**src/rtl/toy_bus_pkg.sv**
```systemverilog
// Shared ToyBusAck definitions: field widths, node target ids and the ack payload struct.
package toy_bus_pkg;

    localparam int unsigned ACK_OPCODE_W = 1;
    localparam int unsigned ACK_DATA_W   = 256;
    localparam int unsigned ACK_SB_W     = 10;
    localparam int unsigned ACK_ID_W     = 4;

    localparam logic [ACK_ID_W-1:0] NODE_ID_DMEM0 = 4'd0;
    localparam logic [ACK_ID_W-1:0] NODE_ID_DMEM1 = 4'd1;

    typedef struct packed {
        logic [ACK_OPCODE_W-1:0] opcode;
        logic [ACK_DATA_W-1:0]   data;
        logic [ACK_SB_W-1:0]     sideband;
        logic [ACK_ID_W-1:0]     src_id;
        logic [ACK_ID_W-1:0]     tgt_id;
    } toy_bus_ack_t;

    // Occupancy update for a 2-entry buffer; a push when full is never issued.
    function automatic logic [1:0] fifo2_count_next(input logic [1:0] count,
                                                    input logic       push,
                                                    input logic       pop);
        logic [1:0] nxt;
        nxt = count;
        if (push && !pop) begin
            nxt = count + 2'd1;
        end else if (pop && !push) begin
            nxt = count - 2'd1;
        end
        return nxt;
    endfunction

endpackage

```
**src/rtl/toy_bus_skid_fifo2.sv**
```systemverilog
// Two-entry registered payload buffer; head output is forced to zero while empty.
module toy_bus_skid_fifo2
    import toy_bus_pkg::*;
#(
    parameter type entry_t = toy_bus_ack_t
) (
    input  logic   clk,
    input  logic   rst_n,
    input  logic   push,
    input  entry_t wr_data,
    input  logic   rdy,
    output logic   full,
    output logic   vld,
    output entry_t rd_data
);

    logic [1:0] count_q, count_d;
    logic       wr_ptr_q, rd_ptr_q;
    logic       push_en, pop_en;
    entry_t     mem_q [2];

    assign full    = (count_q == 2'd2);
    assign vld     = (count_q != 2'd0);
    assign push_en = push & ~full;
    assign pop_en  = vld & rdy;
    assign count_d = fifo2_count_next(count_q, push_en, pop_en);

    always_ff @(posedge clk or negedge rst_n) begin
        if (!rst_n) begin
            count_q  <= 2'd0;
            wr_ptr_q <= 1'b0;
            rd_ptr_q <= 1'b0;
        end else begin
            count_q <= count_d;
            if (push_en) begin
                wr_ptr_q <= ~wr_ptr_q;
            end
            if (pop_en) begin
                rd_ptr_q <= ~rd_ptr_q;
            end
        end
    end

    // Storage is not reset; the vld gate below keeps the head at zero after reset.
    always_ff @(posedge clk) begin
        if (push_en) begin
            mem_q[wr_ptr_q] <= wr_data;
        end
    end

    always_comb begin
        rd_data = '0;
        if (vld) begin
            rd_data = mem_q[rd_ptr_q];
        end
    end

    assert property (@(posedge clk) disable iff (!rst_n) !(push && full));

endmodule

```
**src/rtl/toy_bus_dec_node_ack_2out.sv**
```systemverilog
// 1:2 split node for the ToyBusAck channel: routes by tgt_id into two 2-entry buffers,
// absorbing and recording beats whose tgt_id matches neither output.
module toy_bus_dec_node_ack_2out
    import toy_bus_pkg::*;
#(
    parameter int unsigned    DATA_W  = ACK_DATA_W,
    parameter int unsigned    SB_W    = ACK_SB_W,
    parameter int unsigned    ID_W    = ACK_ID_W,
    parameter logic [ID_W-1:0] OUT0_ID = NODE_ID_DMEM0,
    parameter logic [ID_W-1:0] OUT1_ID = NODE_ID_DMEM1
) (
    input  logic              clk,
    input  logic              rst_n,

    input  logic              in_vld,
    output logic              in_rdy,
    input  logic              in_opcode,
    input  logic [DATA_W-1:0] in_data,
    input  logic [SB_W-1:0]   in_sideband,
    input  logic [ID_W-1:0]   in_src_id,
    input  logic [ID_W-1:0]   in_tgt_id,

    output logic              out0_vld,
    input  logic              out0_rdy,
    output logic              out0_opcode,
    output logic [DATA_W-1:0] out0_data,
    output logic [SB_W-1:0]   out0_sideband,
    output logic [ID_W-1:0]   out0_src_id,
    output logic [ID_W-1:0]   out0_tgt_id,

    output logic              out1_vld,
    input  logic              out1_rdy,
    output logic              out1_opcode,
    output logic [DATA_W-1:0] out1_data,
    output logic [SB_W-1:0]   out1_sideband,
    output logic [ID_W-1:0]   out1_src_id,
    output logic [ID_W-1:0]   out1_tgt_id,

    output logic [7:0]        drop_cnt,
    output logic              err_vld,
    output logic [ID_W-1:0]   err_src_id,
    output logic [ID_W-1:0]   err_tgt_id,
    input  logic              err_clr
);

    typedef struct packed {
        logic              opcode;
        logic [DATA_W-1:0] data;
        logic [SB_W-1:0]   sideband;
        logic [ID_W-1:0]   src_id;
        logic [ID_W-1:0]   tgt_id;
    } ack_t;

    logic sel0, sel1, seld;
    logic full0, full1;
    logic push0, push1, drop;
    ack_t in_beat, head0, head1;

    logic [7:0]      drop_cnt_q, drop_cnt_d;
    logic            err_vld_q, err_vld_d;
    logic [ID_W-1:0] err_src_q, err_src_d;
    logic [ID_W-1:0] err_tgt_q, err_tgt_d;

    assign sel0 = (in_tgt_id == OUT0_ID);
    assign sel1 = (in_tgt_id == OUT1_ID);
    assign seld = ~sel0 & ~sel1;

    // Only decode and registered fullness feed in_rdy, so downstream ready never reaches it.
    assign in_rdy = (sel0 & ~full0) | (sel1 & ~full1) | seld;

    assign push0 = in_vld & in_rdy & sel0;
    assign push1 = in_vld & in_rdy & sel1;
    assign drop  = in_vld & in_rdy & seld;

    assign in_beat = '{opcode:   in_opcode,
                       data:     in_data,
                       sideband: in_sideband,
                       src_id:   in_src_id,
                       tgt_id:   in_tgt_id};

    toy_bus_skid_fifo2 #(
        .entry_t (ack_t)
    ) u_buf0 (
        .clk     (clk),
        .rst_n   (rst_n),
        .push    (push0),
        .wr_data (in_beat),
        .rdy     (out0_rdy),
        .full    (full0),
        .vld     (out0_vld),
        .rd_data (head0)
    );

    toy_bus_skid_fifo2 #(
        .entry_t (ack_t)
    ) u_buf1 (
        .clk     (clk),
        .rst_n   (rst_n),
        .push    (push1),
        .wr_data (in_beat),
        .rdy     (out1_rdy),
        .full    (full1),
        .vld     (out1_vld),
        .rd_data (head1)
    );

    assign out0_opcode   = head0.opcode;
    assign out0_data     = head0.data;
    assign out0_sideband = head0.sideband;
    assign out0_src_id   = head0.src_id;
    assign out0_tgt_id   = head0.tgt_id;

    assign out1_opcode   = head1.opcode;
    assign out1_data     = head1.data;
    assign out1_sideband = head1.sideband;
    assign out1_src_id   = head1.src_id;
    assign out1_tgt_id   = head1.tgt_id;

    // A drop in the same cycle as err_clr wins: it restarts the count and recaptures ids.
    always_comb begin
        drop_cnt_d = drop_cnt_q;
        err_vld_d  = err_vld_q;
        err_src_d  = err_src_q;
        err_tgt_d  = err_tgt_q;
        if (drop) begin
            if (err_clr) begin
                drop_cnt_d = 8'd1;
            end else if (drop_cnt_q != 8'hFF) begin
                drop_cnt_d = drop_cnt_q + 8'd1;
            end
            if (!err_vld_q || err_clr) begin
                err_vld_d = 1'b1;
                err_src_d = in_src_id;
                err_tgt_d = in_tgt_id;
            end
        end else if (err_clr) begin
            drop_cnt_d = 8'd0;
            err_vld_d  = 1'b0;
        end
    end

    always_ff @(posedge clk or negedge rst_n) begin
        if (!rst_n) begin
            drop_cnt_q <= 8'd0;
            err_vld_q  <= 1'b0;
            err_src_q  <= '0;
            err_tgt_q  <= '0;
        end else begin
            drop_cnt_q <= drop_cnt_d;
            err_vld_q  <= err_vld_d;
            err_src_q  <= err_src_d;
            err_tgt_q  <= err_tgt_d;
        end
    end

    assign drop_cnt   = drop_cnt_q;
    assign err_vld    = err_vld_q;
    assign err_src_id = err_src_q;
    assign err_tgt_id = err_tgt_q;

    assert property (@(posedge clk) disable iff (!rst_n) !(sel0 && sel1));

endmodule

```
**config.mk**
```make
export PLATFORM = sky130hd
export DESIGN_NAME = toy_bus_dec_node_ack_2out
export DESIGN_NICKNAME = d
export VERILOG_FILES = /design/src/rtl/toy_bus_pkg.sv /design/src/rtl/toy_bus_skid_fifo2.sv /design/src/rtl/toy_bus_dec_node_ack_2out.sv
export SDC_FILE = /design/constraint.sdc
export NUM_CORES = 1
export LEC_CHECK = 0
export CORE_AREA = 2 2 333 335
export DETAILED_ROUTE_END_ITERATION = 12
export DIE_AREA = 0 0 335 337
export SYNTH_ARGS = -nofsm -noshare
export SYNTH_HDL_FRONTEND = slang
export SYNTH_SLANG_ARGS = --single-unit
```
**constraint.sdc**
```tcl
create_clock -name clk -period 56.4 [get_ports clk]
set_clock_uncertainty 0.15 [all_clocks]
set_input_delay 11.28 -clock clk [delete_from_list [all_inputs] [get_ports clk]]
set_output_delay 11.28 -clock clk [all_outputs]
set_load 0.02 [all_outputs]
```
==> qor.txt, run 1 <==
antenna viol nets, final: 0
Area Overhead vs Synth: 32.0%
Fin. Hold Viols: 0
Setup Fix Bufs, Post-CTS: 0
Final Slew Violations: 0
CP startpoint kind: primary input
CORE AREA: 110000 um^2
count of buffers from port buffering: 850
row cnt: 122
Worst Setup End Kind: output port
Pleak: 20.1 nW
final instance area: 56200 um^2
Max FO, Critical Path: 9
unrepaired setup endpoints after global routing: no
Mapped Area: 42600 um^2
clk sink count: 1125
HPWL Detailed: 69500 um
Tot Pwr: 2.85 mW
Unique masters post-synth: 37
Setup TNS: 0 ns
fmax: 0.0412 GHz
Most common cell on crit path: clkdlybuf4s50_1
Worst Max-Slew Pin Slew: 1.10 ns
root buffer cell: clkbuf_16
crit path cell chain: clkdlybuf4s50_1 -> mux2i_1 -> nand2_1 -> clkdlybuf4s50_1
nets: 3592
Mapped Avg Cell Area: 17.5 um^2
Max stage delay cell, worst path: clkdlybuf4s50_1
placed cell area: 52500 um^2
sequential area share after synthesis: 79.0%
commonest non-fill, non-tap cell in the layout: edfxtp_1
WP data arrival: 12.85 ns
cells after synthesis: 2433
Die Area: 113000 um^2
first-pass GRT wire length: 158000 um
routed wire length: 112000 um
TritonCTS Buffers: 114
peak supply drop: 34.3 uV
Seq cells post-synth: 1125
initial cell density of the core: 38.9%
worst min-delay path class: reg -> reg
DRC viols: 0
endpoints failing setup: 0
largest net degree at the start of global routing: 140
post-route minimum period: 24.28 ns
Post-Syn Nets: 2717
vias in the first global route: 23288
CP peak stage delay: 0.69 ns
Via density: 4.90
first drt pass iteration count: 4
Ys Warns: 0
Die W: 335 um
clock transition at the registers of the reported paths: 0.06 ns
top_reg_cell synth: edfxtp_1
gpl congestion: 0.782
Die Y: 337 um
initial antenna violation count: 18
Data required, critical path: 44.97 ns
status: completed
fraction of registers with async set/reset: 2.22%
pwr/cell area: 50.8 nW/um^2
fin crit share: 43.0%
H-tree levels: 3
worst rel slew slack: 26.7%
most frequent cells in the layout: 1100 x edfxtp_1, 850 x clkdlybuf4s50_1, 559 x nor2_1
share of post-route cells with drive strength above 1: 6.49%
clock latency on the worst-skew pair: 0.69 ns
Remaining Overflow, GRT: 0
DRC marker count from the first detailed-route iteration: 1260
CTS max path bufs: 3
Post-synth EDFFs: 1100
GRT Util Overall: 19.1%
TritonCTS clock tree: yes
number of I/O pins: 851
vias: 23683
DR WL/cell: 23.2 um
CTS resizes: 0
hold-fix buffers at CTS: 0
max cap viols: 0
path type of the worst setup path: in -> out
Yosys cell counts, types with 3 or more instances:
library cell / count / area, um^2
ha_1: 3 / 37.5
nand2_1: 7 / 26.3
clkbuf_1: 10 / 37.5
mux2i_1: 552 / 5530
xor2_1: 5 / 43.8
buf_2: 63 / 315
mux2_4: 8 / 120
nand3_1: 3 / 15.0
xnor2_1: 6 / 52.6
edfxtp_1: 1100 / 33000
o21ai_0: 3 / 15.0
nor3_2: 3 / 30.0
nor3_1: 3 / 15.0
inv_1: 6 / 22.5
dfrtp_1: 25 / 626
nor2_1: 562 / 2110
buf_4: 50 / 375
stage by stage:
step / instances / setup WS [ns] / util [%] / hold slack (ns)
after global placement: 4618 / 32.03 / 47.9 / 0.346
after floorplan: 2433 / 17.12 / - / 0.306
after detailed placement: 4618 / 32.12 / 47.9 / 0.350
after CTS: 4831 / 32.11 / 51.3 / 0.362
final: 4837 / 32.12 / 51.3 / 0.361
after global routing: 4836 / 32.06 / 51.3 / 0.377
flip-flops by register name (all words and copies together), names as in the netlist, 2 cells and up:
signal          count
u_buf0.mem_q      550
u_buf1.count_q      2
drop_cnt            8
err_tgt_id          4
u_buf0.count_q      2
err_src_id          4
u_buf1.mem_q      550
layout make-up:
| class | count | area, um^2 |
|---|---|---|
| inverters | 6 | 22.5 |
| fillers | 9078 | 53400 |
| clock buffers | 142 | 3010 |
| diodes | 6 | 15.0 |
| flip-flops and latches | 1125 | 33700 |
| multi-input cells | 1179 | 8250 |
| clock inverters | 71 | 677 |
| repair buffers | 882 | 8820 |
| well taps | 1426 | 1780 |
final timing paths:
| kind | start | to | slack, ns | cells past startpoint |
|---|---|---|---|---|
| max in group asynchronous | rst_n | u_buf1.rd_ptr_q | 44.86 | 2 |
| min | err_tgt_id[2] | err_tgt_id[2] | 0.36 | 1 |
| min reg2reg | err_tgt_id[2] | err_tgt_id[2] | 0.36 | 1 |
| min in group asynchronous | rst_n | err_tgt_id[0] | 10.86 | 2 |
| max reg2reg | u_buf0.count_q[1] | u_buf0.mem_q[1][112] | 52.04 | 6 |
| max | in_tgt_id[0] | in_rdy | 32.12 | 4 |
cell families after synthesis:
kind of cell | synth area share (%)
buf+inv | 1.76
xor+xnor | 0.226
flops | 79.0
fa+ha+maj | 0.0881
mux | 13.2
simple gates | 5.40
compound gates | 0.308
power by group:
| group | leakage [nW] | internal, mW | switching (mW) |
|---|---|---|---|
| Clock | 1.78 | 0.428 | 0.310 |
| Sequential | 10.2 | 0.938 | 0.0229 |
| Combinational | 8.13 | 0.486 | 0.669 |
| Total | 20.1 | 1.85 | 1.00 |
per-layer routing:
layer | track usage (%) | wire length, um
met1 | 22.2 | 43100
met2 | 31.9 | 54600
met3 | 8.08 | 11200
met4 | 6.51 | 3060
met5 | 0 | 141
worst max-delay path, delay by kind of cell:
kind          cells  cell delay, ns
mux               1            0.26
buf+inv           2            1.23
simple gates      1            0.08
Note: power is estimated with default switching activity, not from simulation.
==> inputs of run 2 (changes only) <==
- PLACE_DENSITY: unset -> 0.66
- clock period: 56.4 -> 22.1 ns (I/O delays scaled with it)
==> qor.txt, run 2 (synthesis gave the netlist of run 1 again) <==
WP data arrival: 6.44 ns (was 12.85 ns)
Final Slew Violations: 0 (unchanged)
HPWL Detailed: 68300 um (was 69500 um)
clock transition at the registers of the reported paths: 0.06 ns (about the same)
Reg power frac: 33.9% (was 33.7%)
fin crit share: 49.8%
Pleak: 20.1 nW (about the same)
DRC viols: 0 (unchanged)
count of buffers from port buffering: 850 (unchanged)
peak supply drop: 98.4 uV (was 34.3 uV)
Worst Setup End Kind: output port (unchanged)
internal power: 4.74 mW (was 1.85 mW)
clock latency on the worst-skew pair: 0.68 ns (was 0.69 ns)
Comb power frac: 40.2% (was 40.5%)
first drt pass iteration count: 5 (was 4)
vias in the first global route: 22782 (was 23288)
status: completed (unchanged)
worst min-delay path class: reg -> reg (unchanged)
nets: 3591 (was 3592)
H-tree levels: 3 (unchanged)
hold-fix buffers at CTS: 0 (unchanged)
initial cell density of the core: 38.9% (unchanged)
Net Sw Frac: 34.5% (was 35.1%)
path type of the worst setup path: in -> out (unchanged)
commonest non-fill, non-tap cell in the layout: edfxtp_1 (unchanged)
TritonCTS Buffers: 113 (was 114)
DRC marker count from the first detailed-route iteration: 1466 (was 1260)
largest net degree at the start of global routing: 141 (was 140)
Data required, critical path: 17.53 ns (was 44.97 ns)
Setup Fix Bufs, Post-CTS: 0 (unchanged)
clk sink count: 1125 (unchanged)
fmax: 0.0908 GHz
CORE AREA: 110000 um^2 (unchanged)
worst rel slew slack: 17.1% (was 26.7%)
Hold Slack: 0.359 ns (was 0.361 ns)
unrepaired setup endpoints after global routing: no (unchanged)
pwr/cell area: 129 nW/um^2 (was 50.8 nW/um^2)
DR WL/cell: 22.5 um (was 23.2 um)
row cnt: 122 (unchanged)
CTS max path bufs: 3 (unchanged)
Die Area: 113000 um^2 (unchanged)
Worst Max-Slew Pin Slew: 1.24 ns (was 1.10 ns)
final instance area: 56200 um^2 (about the same)
TritonCTS clock tree: yes (unchanged)
pre-CTS setup slack: 11.11 ns (was 32.12 ns)
CTS resizes: 0 (unchanged)
Die Y: 337 um (unchanged)
Max FO, Critical Path: 8 (was 9)
initial antenna violation count: 21 (was 18)
Fin. Hold Viols: 0 (unchanged)
antenna viol nets, final: 0 (unchanged)
Remaining Overflow, GRT: 0 (unchanged)
gpl congestion: 0.822 (was 0.782)
fin worst setup slack: 11.09 ns (was 32.12 ns)
first-pass GRT wire length: 154000 um (was 158000 um)
Setup TNS: 0 ns (unchanged)
CP startpoint kind: primary input (unchanged)
NetSw: 2.50 mW (was 1.00 mW)
Die W: 335 um (unchanged)
clock share of power: 25.9% (about the same)
routed wire length: 109000 um (was 112000 um)
vias: 23464 (was 23683)
Area Overhead vs Synth: 31.9% (was 32.0%)
root buffer cell: clkbuf_16 (unchanged)
number of I/O pins: 851 (unchanged)
endpoints failing setup: 0 (unchanged)
most frequent cells in the layout: 1100 x edfxtp_1, 850 x clkdlybuf4s50_1, 559 x nor2_1 (unchanged)
Via density: 4.85 (was 4.90)
max cap viols: 0 (unchanged)
placed cell area: 52500 um^2 (about the same)
GRT Util Overall: 18.4% (was 19.1%)
post-route minimum period: 11.01 ns
share of post-route cells with drive strength above 1: 6.35% (was 6.49%)
## run 2: cell count changes in the layout (fill, tap and decap cells not counted), sizes merged
cell and change:
clkinvlp -7, diode +6, clkbuf +5, inv -5, clkinv +3, bufinv -1
## run 2: per-layer routing
metal / global-route usage, % / vias up / part of all wire [%]
met5: 0 / - / 0.094
met4: 6.02 / 16 / 2.5
met3: 7.49 / 155 / 9.4
met2: 30.8 / 757 / 50
met1: 21.6 / 11704 / 38
li1: - / 10832 / -
## run 2: power groups by stage
stage	logic (mW)	clock network (mW)	registers [mW]
finish	2.91	1.88	2.46
global route	3.06	2.00	2.46
CTS	2.94	1.92	2.46
detailed placement	2.93	0	2.50
global placement	2.93	0	2.50
floorplan	1.60	0	2.47
## run 2: area by class of cell
| class | count | area, um^2 |
|---|---|---|
| multi-input combinational | 1179 | 8260 |
| timing repair buffer | 882 | 8800 |
| clock buffer | 147 | 3120 |
| tap | 1426 | 1780 |
| inverter | 6 | 22.5 |
| clock inverter | 61 | 538 |
| sequential | 1125 | 33700 |
| fill | 8985 | 53400 |
| antenna | 12 | 30.0 |
## run 2: critical path, cell delays in order
cell             delay, ns
clkdlybuf4s50_1       0.62
nor3_2                0.52
nand2_1               0.26
clkdlybuf4s50_1       0.60
## run 2: through the flow
step           util [%]  total power, mW  instances
6_report           51.3             7.24       4838
3_3_place_gp       47.9             5.43       4618
3_5_place_dp       47.9             5.43       4618
4_1_cts            51.3             7.31       4826
5_1_grt            51.3             7.52       4835
2_1_floorplan         -             4.08       2433
## run 2: path summary, 6_finish.rpt
path	startpoint	end	slack, ns	cells after the start
max in group asynchronous	rst_n	u_buf0.rd_ptr_q	17.45	2
setup / recovery	in_tgt_id[1]	in_rdy	11.09	4
hold reg to reg	err_tgt_id[3]	err_tgt_id[3]	0.36	1
hold / removal	err_tgt_id[3]	err_tgt_id[3]	0.36	1
setup reg to reg	u_buf1.count_q[0]	u_buf1.mem_q[1][55]	17.40	7
min in group asynchronous	rst_n	err_tgt_id[2]	3.97	2
